--- src/rtl/pg_ctrl_mc.sv ---
// Multi-channel packet-generator controller: round-robin grant, multi-beat dd send, stall watchdog.
// Define PG_CTRL_STATS_EN to build the completed-packet counter on pkt_count (otherwise tied to 0).
module pg_ctrl_mc #(
  parameter int NUM_CH  = 4,
  parameter int LEN_W   = 8,
  parameter int TIMEOUT = 64,
  localparam int CH_W   = (NUM_CH > 1) ? $clog2(NUM_CH) : 1
) (
  input  logic              clk,
  input  logic              rst,
  input  logic [NUM_CH-1:0] src_valid,
  output logic [NUM_CH-1:0] src_ready,
  input  logic [LEN_W-1:0]  pkt_len,
  input  logic              dd_ready,
  output logic              dd_valid,
  output logic              dd_last,
  output logic [CH_W-1:0]   dd_ch,
  output logic [LEN_W-1:0]  beat_idx,
  output logic              generate_packet,
  output logic              busy,
  output logic              timeout_err,
  output logic [15:0]       pkt_count
);

  localparam int SC_W = (TIMEOUT > 0) ? $clog2(TIMEOUT + 1) : 1;
  localparam logic [SC_W-1:0] STALL_LAST = (TIMEOUT > 0) ? SC_W'(TIMEOUT - 1) : '0;

  typedef enum logic [1:0] {IDLE, SEND, ABORT} state_t;

  state_t           state;
  logic [CH_W-1:0]  rr_ptr;
  logic [LEN_W-1:0] len_q;
  logic [SC_W-1:0]  stall_cnt;
  logic             grant_vld;
  logic [CH_W-1:0]  winner;
  logic             last_beat;

  // Channel index a+b wrapped modulo NUM_CH; both operands are already below NUM_CH.
  function automatic logic [CH_W-1:0] ch_add(input logic [CH_W-1:0] a, input int b);
    int s;
    s = int'(a) + b;
    if (s >= NUM_CH) s = s - NUM_CH;
    return CH_W'(s);
  endfunction

  // Walk from the farthest offset down so the nearest requester at/after rr_ptr wins.
  always_comb begin
    grant_vld = 1'b0;
    winner    = '0;
    for (int i = NUM_CH - 1; i >= 0; i--) begin
      if (src_valid[ch_add(rr_ptr, i)]) begin
        grant_vld = 1'b1;
        winner    = ch_add(rr_ptr, i);
      end
    end
  end

  assign src_ready       = (state == IDLE && grant_vld) ? (NUM_CH'(1) << winner) : '0;
  assign last_beat       = (beat_idx == len_q - LEN_W'(1));
  assign dd_valid        = (state == SEND);
  assign dd_last         = (state == SEND) && last_beat;
  assign generate_packet = (state == SEND);
  assign busy            = (state != IDLE);
  assign timeout_err     = (state == ABORT);

  always_ff @(posedge clk) begin
    if (rst) begin
      state     <= IDLE;
      rr_ptr    <= '0;
      dd_ch     <= '0;
      beat_idx  <= '0;
      len_q     <= '0;
      stall_cnt <= '0;
    end else begin
      case (state)
        IDLE: begin
          if (grant_vld) begin
            dd_ch     <= winner;
            len_q     <= (pkt_len == '0) ? LEN_W'(1) : pkt_len;
            beat_idx  <= '0;
            stall_cnt <= '0;
            rr_ptr    <= ch_add(winner, 1);
            state     <= SEND;
          end
        end
        SEND: begin
          if (dd_ready) begin
            stall_cnt <= '0;
            if (last_beat) state <= IDLE;
            else           beat_idx <= beat_idx + LEN_W'(1);
          end else begin
            stall_cnt <= stall_cnt + SC_W'(1);
            // A ready beat in the final stall cycle wins over the abort.
            if (TIMEOUT != 0 && stall_cnt == STALL_LAST) state <= ABORT;
          end
        end
        ABORT:   state <= IDLE;
        default: state <= IDLE;
      endcase
    end
  end

`ifdef PG_CTRL_STATS_EN
  logic [15:0] pkt_cnt_q;

  always_ff @(posedge clk) begin
    if (rst)                                       pkt_cnt_q <= '0;
    else if (state == SEND && dd_ready && last_beat) pkt_cnt_q <= pkt_cnt_q + 16'd1;
  end

  assign pkt_count = pkt_cnt_q;
`else
  assign pkt_count = 16'd0;
`endif

endmodule

--- config.mk ---
export PLATFORM = sky130hd
export DESIGN_NAME = pg_ctrl_mc
export DESIGN_NICKNAME = d
export VERILOG_FILES = /design/src/rtl/pg_ctrl_mc.sv
export SDC_FILE = /design/constraint.sdc
export NUM_CORES = 1
export LEC_CHECK = 0
export CORE_MARGIN = 3
export CORE_UTILIZATION = 50
export CTS_BUF_LIST = sky130_fd_sc_hd__clkbuf_4 sky130_fd_sc_hd__clkbuf_8
export DETAILED_ROUTE_END_ITERATION = 7
export MAX_ROUTING_LAYER = met4
export PLACE_DENSITY = 0.93
export SYNTH_ARGS = -nofsm -noshare
export SYNTH_HDL_FRONTEND = slang
export SYNTH_SLANG_ARGS = --single-unit
--- constraint.sdc ---
create_clock -name clk -period 3.6 [get_ports clk]
set_input_delay 1.08 -clock clk [delete_from_list [all_inputs] [get_ports clk]]
set_output_delay 1.08 -clock clk [all_outputs]
set_load 0.05 [all_outputs]
Word-level counts from Yosys, hierarchy flattened
Cells that the tools add are included.
{"block": "totals", "input_bits": 15, "out_inout_bits": 35, "word_cells": 82, "regBits": 29}
{"block": "op_classes", "n_eq_ne": 9, "reduce_logical": 10, "n_lt_le_gt_ge": 9, "n_shift": 1, "n_mux": 35, "n_addsub": 12}
{"op": "8-bit 2-to-1 mux", "count": 4}
{"op": "2-bit 2-to-1 mux", "count": 13}
{"op": "8-bit one-hot mux with 2 select lines", "count": 1}
{"op": "7-bit 2-to-1 mux", "count": 2}
{"op": "7-bit one-hot mux with 2 select lines", "count": 1}
{"op": "3-bit >= comparator, second input constant", "count": 4}
{"op": "2-bit by 3-bit less-than comparator with 1-bit output, second input constant", "count": 4}
{"op": "2-bit by 1-bit subtractor with 2-bit output, second input constant", "count": 5}
{"op": "8-bit by 1-bit adder with 8-bit output, second input constant", "count": 1}
{"op": "1-bit binary-select mux with 2-bit select", "count": 4}
{"op": "8-bit equality test", "count": 1}
{"op": "8-bit logical NOT", "count": 1}
{"op": "1-bit 2-to-1 mux", "count": 8}
{"op": "8-bit by 1-bit subtractor with 8-bit output, second input constant", "count": 1}
{"op": "7-bit by 1-bit adder with 7-bit output, second input constant", "count": 1}
{"op": "7-bit by 6-bit equality test with 1-bit output, second input constant", "count": 1}
{"op": "2-bit by 1-bit adder with 3-bit output, second input constant", "count": 2}
{"op": "2-bit by 2-bit adder with 3-bit output, second input constant", "count": 2}
{"op": "2-bit != test, second input constant", "count": 3}
{"op": "3-bit by 2-bit != test with 1-bit output, second input constant", "count": 2}
{"op": "4-bit 2-to-1 mux", "count": 1}
{"op": "2-bit one-hot mux with 2 select lines", "count": 1}
{"op": "2-bit AND reduction", "count": 2}
{"op": "4-bit AND reduction", "count": 1}
{"op": "other kinds (8)", "count": 10}

Logic depth before layout (Yosys ltp)
{"block": "depth", "depth_word": 12, "ltp_mapped": 11, "mapped_depth_nobuf": 9}

Worst setup path after synthesis
OpenSTA, ideal clock, no wires.
{"block": "synth_timing", "path_type": "input to output", "start": "in src_valid[0]", "end": "out src_ready[1]", "n_path_buf": 0, "arrival_ps": 2284, "path_slack_ps": 236, "cell_stages": 6, "path_cell_list": "nor2b_1 > a21oi_1 > o22ai_1 > a21oi_1 > ha_1 > and3_1"}
{"block": "synth_via", "elab_chain_cells": 8}
{"item": "start: declaration", "line_no": "11", "rtl": "input logic [NUM_CH-1:0] src_valid,"}
{"item": "1-bit binary-select mux with 2-bit select", "line_no": "51", "rtl": "if (src_valid[ch_add(rr_ptr, i)]) begin"}
{"item": "1-bit 2-to-1 mux (implied by the code)", "line_no": "51"}
{"item": "2-bit 2-to-1 mux (3 in series)", "line_no": "51"}
{"item": "2-bit 2-to-1 mux *", "line_no": "51"}
{"item": "named net winner[0]", "line_no": "35", "rtl": "logic [CH_W-1:0] winner;"}
{"item": "1-bit by 2-bit left shift with 4-bit output *", "line_no": "58", "rtl": "assign src_ready = (state == IDLE && grant_vld) ? (NUM_CH'(1) << winner) : '0;"}
{"item": "4-bit 2-to-1 mux *", "line_no": "58"}
{"item": "end: declaration", "line_no": "12", "rtl": "output logic [NUM_CH-1:0] src_ready,"}
The timed path passes the listed nets; every way through them passes the cells marked *. The select of a mux whose other input is x is not followed.

Final worst setup path
{"block": "layout_timing", "start": "in src_valid[0]", "end": "out src_ready[0]"}
The elaborated chain is that of the path after synthesis.

==> impl_metrics.json <==
{
  "worst-path-buf-inv": 4,
  "insertion_delay_ns": 0.28,
  "rows": 21,
  "worstPathRequired_ns": 2.52,
  "r2r-start": "len_q[0]",
  "tightest_slew_ns": 0.717,
  "antenna_left": 0,
  "pwr_density_cell_nw_per_um2": 368,
  "start_util": 0.539,
  "worstPathMaxFanout": 4,
  "core-area_um2": 3470,
  "drtIter0Drc": 86,
  "dpl.hpwl_um": 3200,
  "seqPwrFrac": 0.397,
  "switching_power_uw": 290,
  "layout_commonest_cell": "nand2_1",
  "globalplace.congestion": 0.838,
  "drv_cap": 0,
  "finalWirelength_um": 4630,
  "path_class": "in -> out",
  "syn2layout_area_growth_pct": 29.4,
  "path_delay_family": "buffers and inverters",
  "crit_top_cell": "nand2_1",
  "wl_per_cell_um": 14.2,
  "min_period_ns": 3.53,
  "finalSetupViolations": 0,
  "floorplan.die.height_um": 67.1,
  "port_buffers": 33,
  "drive_gt1_frac": 0.186,
  "globalRouteOverflowTotal": 0,
  "async_flop_share": 0,
  "nFillCells": 274,
  "avgSynthCellArea_um2": 7.95,
  "synth_edf_count": 0,
  "slew_headroom": 0.520,
  "yosysSeqAreaShare": 0.311,
  "total_power_uw": 889,
  "vias": 1816,
  "holdCritStartpoint": "dd_ch[0]",
  "status": "complete, no violations",
  "multiInputGateArea_um2": 1150,
  "grt_pass1_vias": 1760,
  "yosys_warnings": 0,
  "period_share": 0.982,
  "diodes": 0,
  "hold_path_class": "reg -> reg",
  "die_area_um2": 4510,
  "critPathMaxStageDelay_ns": 0.24,
  "cts.path.max_buffers": 2,
  "crit_start": "src_valid[0]",
  "grt_pass1_wl_um": 7620,
  "ff_latch_area_um2": 583,
  "boundaryPins": 50,
  "p_leak_uw": 0.00100,
  "finalNetCount": 301,
  "htreeDepth": 2,
  "startpoint_type": "input port",
  "finalHoldViolCount": 0,
  "grt_max_degree": 21,
  "cts_tree": "built",
  "clockPowerShare": 0.331,
  "cts-root-buf": "clkbuf_8",
  "path_cells": "dlygate4sd2_1 > buf_4 > nand2_1 > nand2_1 > a21oi_2 > o22a_1 > inv_2 > ha_1 > and3_4 > buf_6",
  "via_per_inst": 5.57,
  "setup_tns_ns": 0,
  "fmax_ghz": 0.283,
  "critPathSlowestCell": "dlygate4sd2_1",
  "drv_slew": 0,
  "dr.pass1.iters": 4,
  "switching_share": 0.326,
  "cts_made_buffers": 5,
  "combPwrFrac": 0.272,
  "critPathCaptureType": "primary output",
  "ir_drop_mv": 0.239,
  "antenna_found_initial": 0,
  "final_cell_mix": "nand2_1, dfxtp_1, clkdlybuf4s50_1",
  "fin_skew_ns": 0.00269,
  "synth.ff_latch_count": 29,
  "fin_util": 0.697,
  "yosys_most_used_dff": "dfxtp_1",
  "internal-power_uw": 599,
  "clk_pin_slew_worst_paths_ns": 0.06,
  "grt.total_usage": 0.225,
  "drc": 0,
  "cts.sinks": 29,
  "worstPathArrival_ns": 2.45,
  "netlist_area_um2": 1870,
  "setup_ws_ns": 0.0665,
  "synth.distinct_cells": 48,
  "dpl_worst_slack_ns": -0.173,
  "syn_inst": 235,
  "die_w_um": 67.1
}
## power by group through the flow
stage | logic, uW | clock network (uW) | registers, uW
after floorplan | 161 | 0 | 363
after global placement | 217 | 0 | 357
after detailed placement | 223 | 0 | 358
after CTS | 233 | 299 | 352
after global routing | 258 | 319 | 354
final | 242 | 295 | 353
## layout make-up
cell class / count / share of cell area
sequential: 29 / 0.241
multi-input combinational: 182 / 0.474
tap: 46 / 0.0238
clock inverter: 1 / 0.00207
timing repair buffer: 49 / 0.199
inverter: 12 / 0.0197
clock buffer: 7 / 0.0398
## repair_timing
item | in CTS | in global routing
hold buffers | 0 | 0
endpoints found under the setup margin | 5 | 5
buffers inserted | 1 | 5
pin swaps | 5 | 2
resized for setup | 13 | 8
## per-stage QoR
step	hold WS (ns)	instance area, um2	instances
after floorplan	0.425	1930	250
after global placement	0.448	2220	312
after detailed placement	0.453	2220	312
after CTS	0.461	2360	321
after global routing	0.490	2420	326
final	0.460	2420	326
## path summary, 6_finish.rpt
path,endpoint,slack [ns],cells after the start
setup / recovery,src_ready[0],0.07,10
hold / removal,dd_ch[0],0.46,2
setup reg to reg,beat_idx[4],1.08,9
hold reg to reg,dd_ch[0],0.46,2
## sequential cells by signal, summed over array words and instances, names as in the netlist
signal,cells
rr_ptr,2
beat_idx,8
stall_cnt,7
state,2
dd_ch,2
len_q,8
## worst reg2reg max path: cells and delay by family (launching register included)
kind / cells / cell delay [ns]
DFF: 1 / 0.39
adders and majority gates: 1 / 0.31
and+or+nand+nor: 2 / 0.73
buffers and inverters: 3 / 0.34
AOI/OAI and AO/OA: 3 / 0.69
## Yosys cell counts (2+ instances only)
cell      count  area (um2)
nor2_1       15        56.3
nand4_1       5        31.3
o21ai_0       5        25.0
or3_1         3        18.8
nor3_1        5        25.0
inv_1        11        41.3
nand3_1       7        35.0
xor2_1        7        61.3
o22ai_1       2        12.5
dfxtp_1      29         581
buf_6         2        22.5
nand2_1      29         109
a21oi_1      26         130
nor4_1        2        12.5
clkbuf_1      6        22.5
or4_1         7        52.6
a211oi_1      3        22.5
xnor2_1       4        35.0
ha_1          7        87.6
o21a_1        2        15.0
o31ai_1       5        37.5
and3_1        8        50.1
buf_4        18         135
nor2b_1       3        18.8
## layer usage
metal,track usage,part of all wire
met5,-,0
met4,0.0886,0.016
met3,0.0516,0.045
met2,0.399,0.52
met1,0.243,0.42
## cell families after synthesis
kind of cell               synth area share
DFF                                   0.311
adders and majority gates            0.0469
muxes                               0.00535
AOI/OAI and AO/OA                     0.174
and+or+nand+nor                       0.270
xor gates and xnor gates             0.0636
other                               0.00201
buffers and inverters                 0.128
Note: power is estimated with default switching activity, not from simulation.
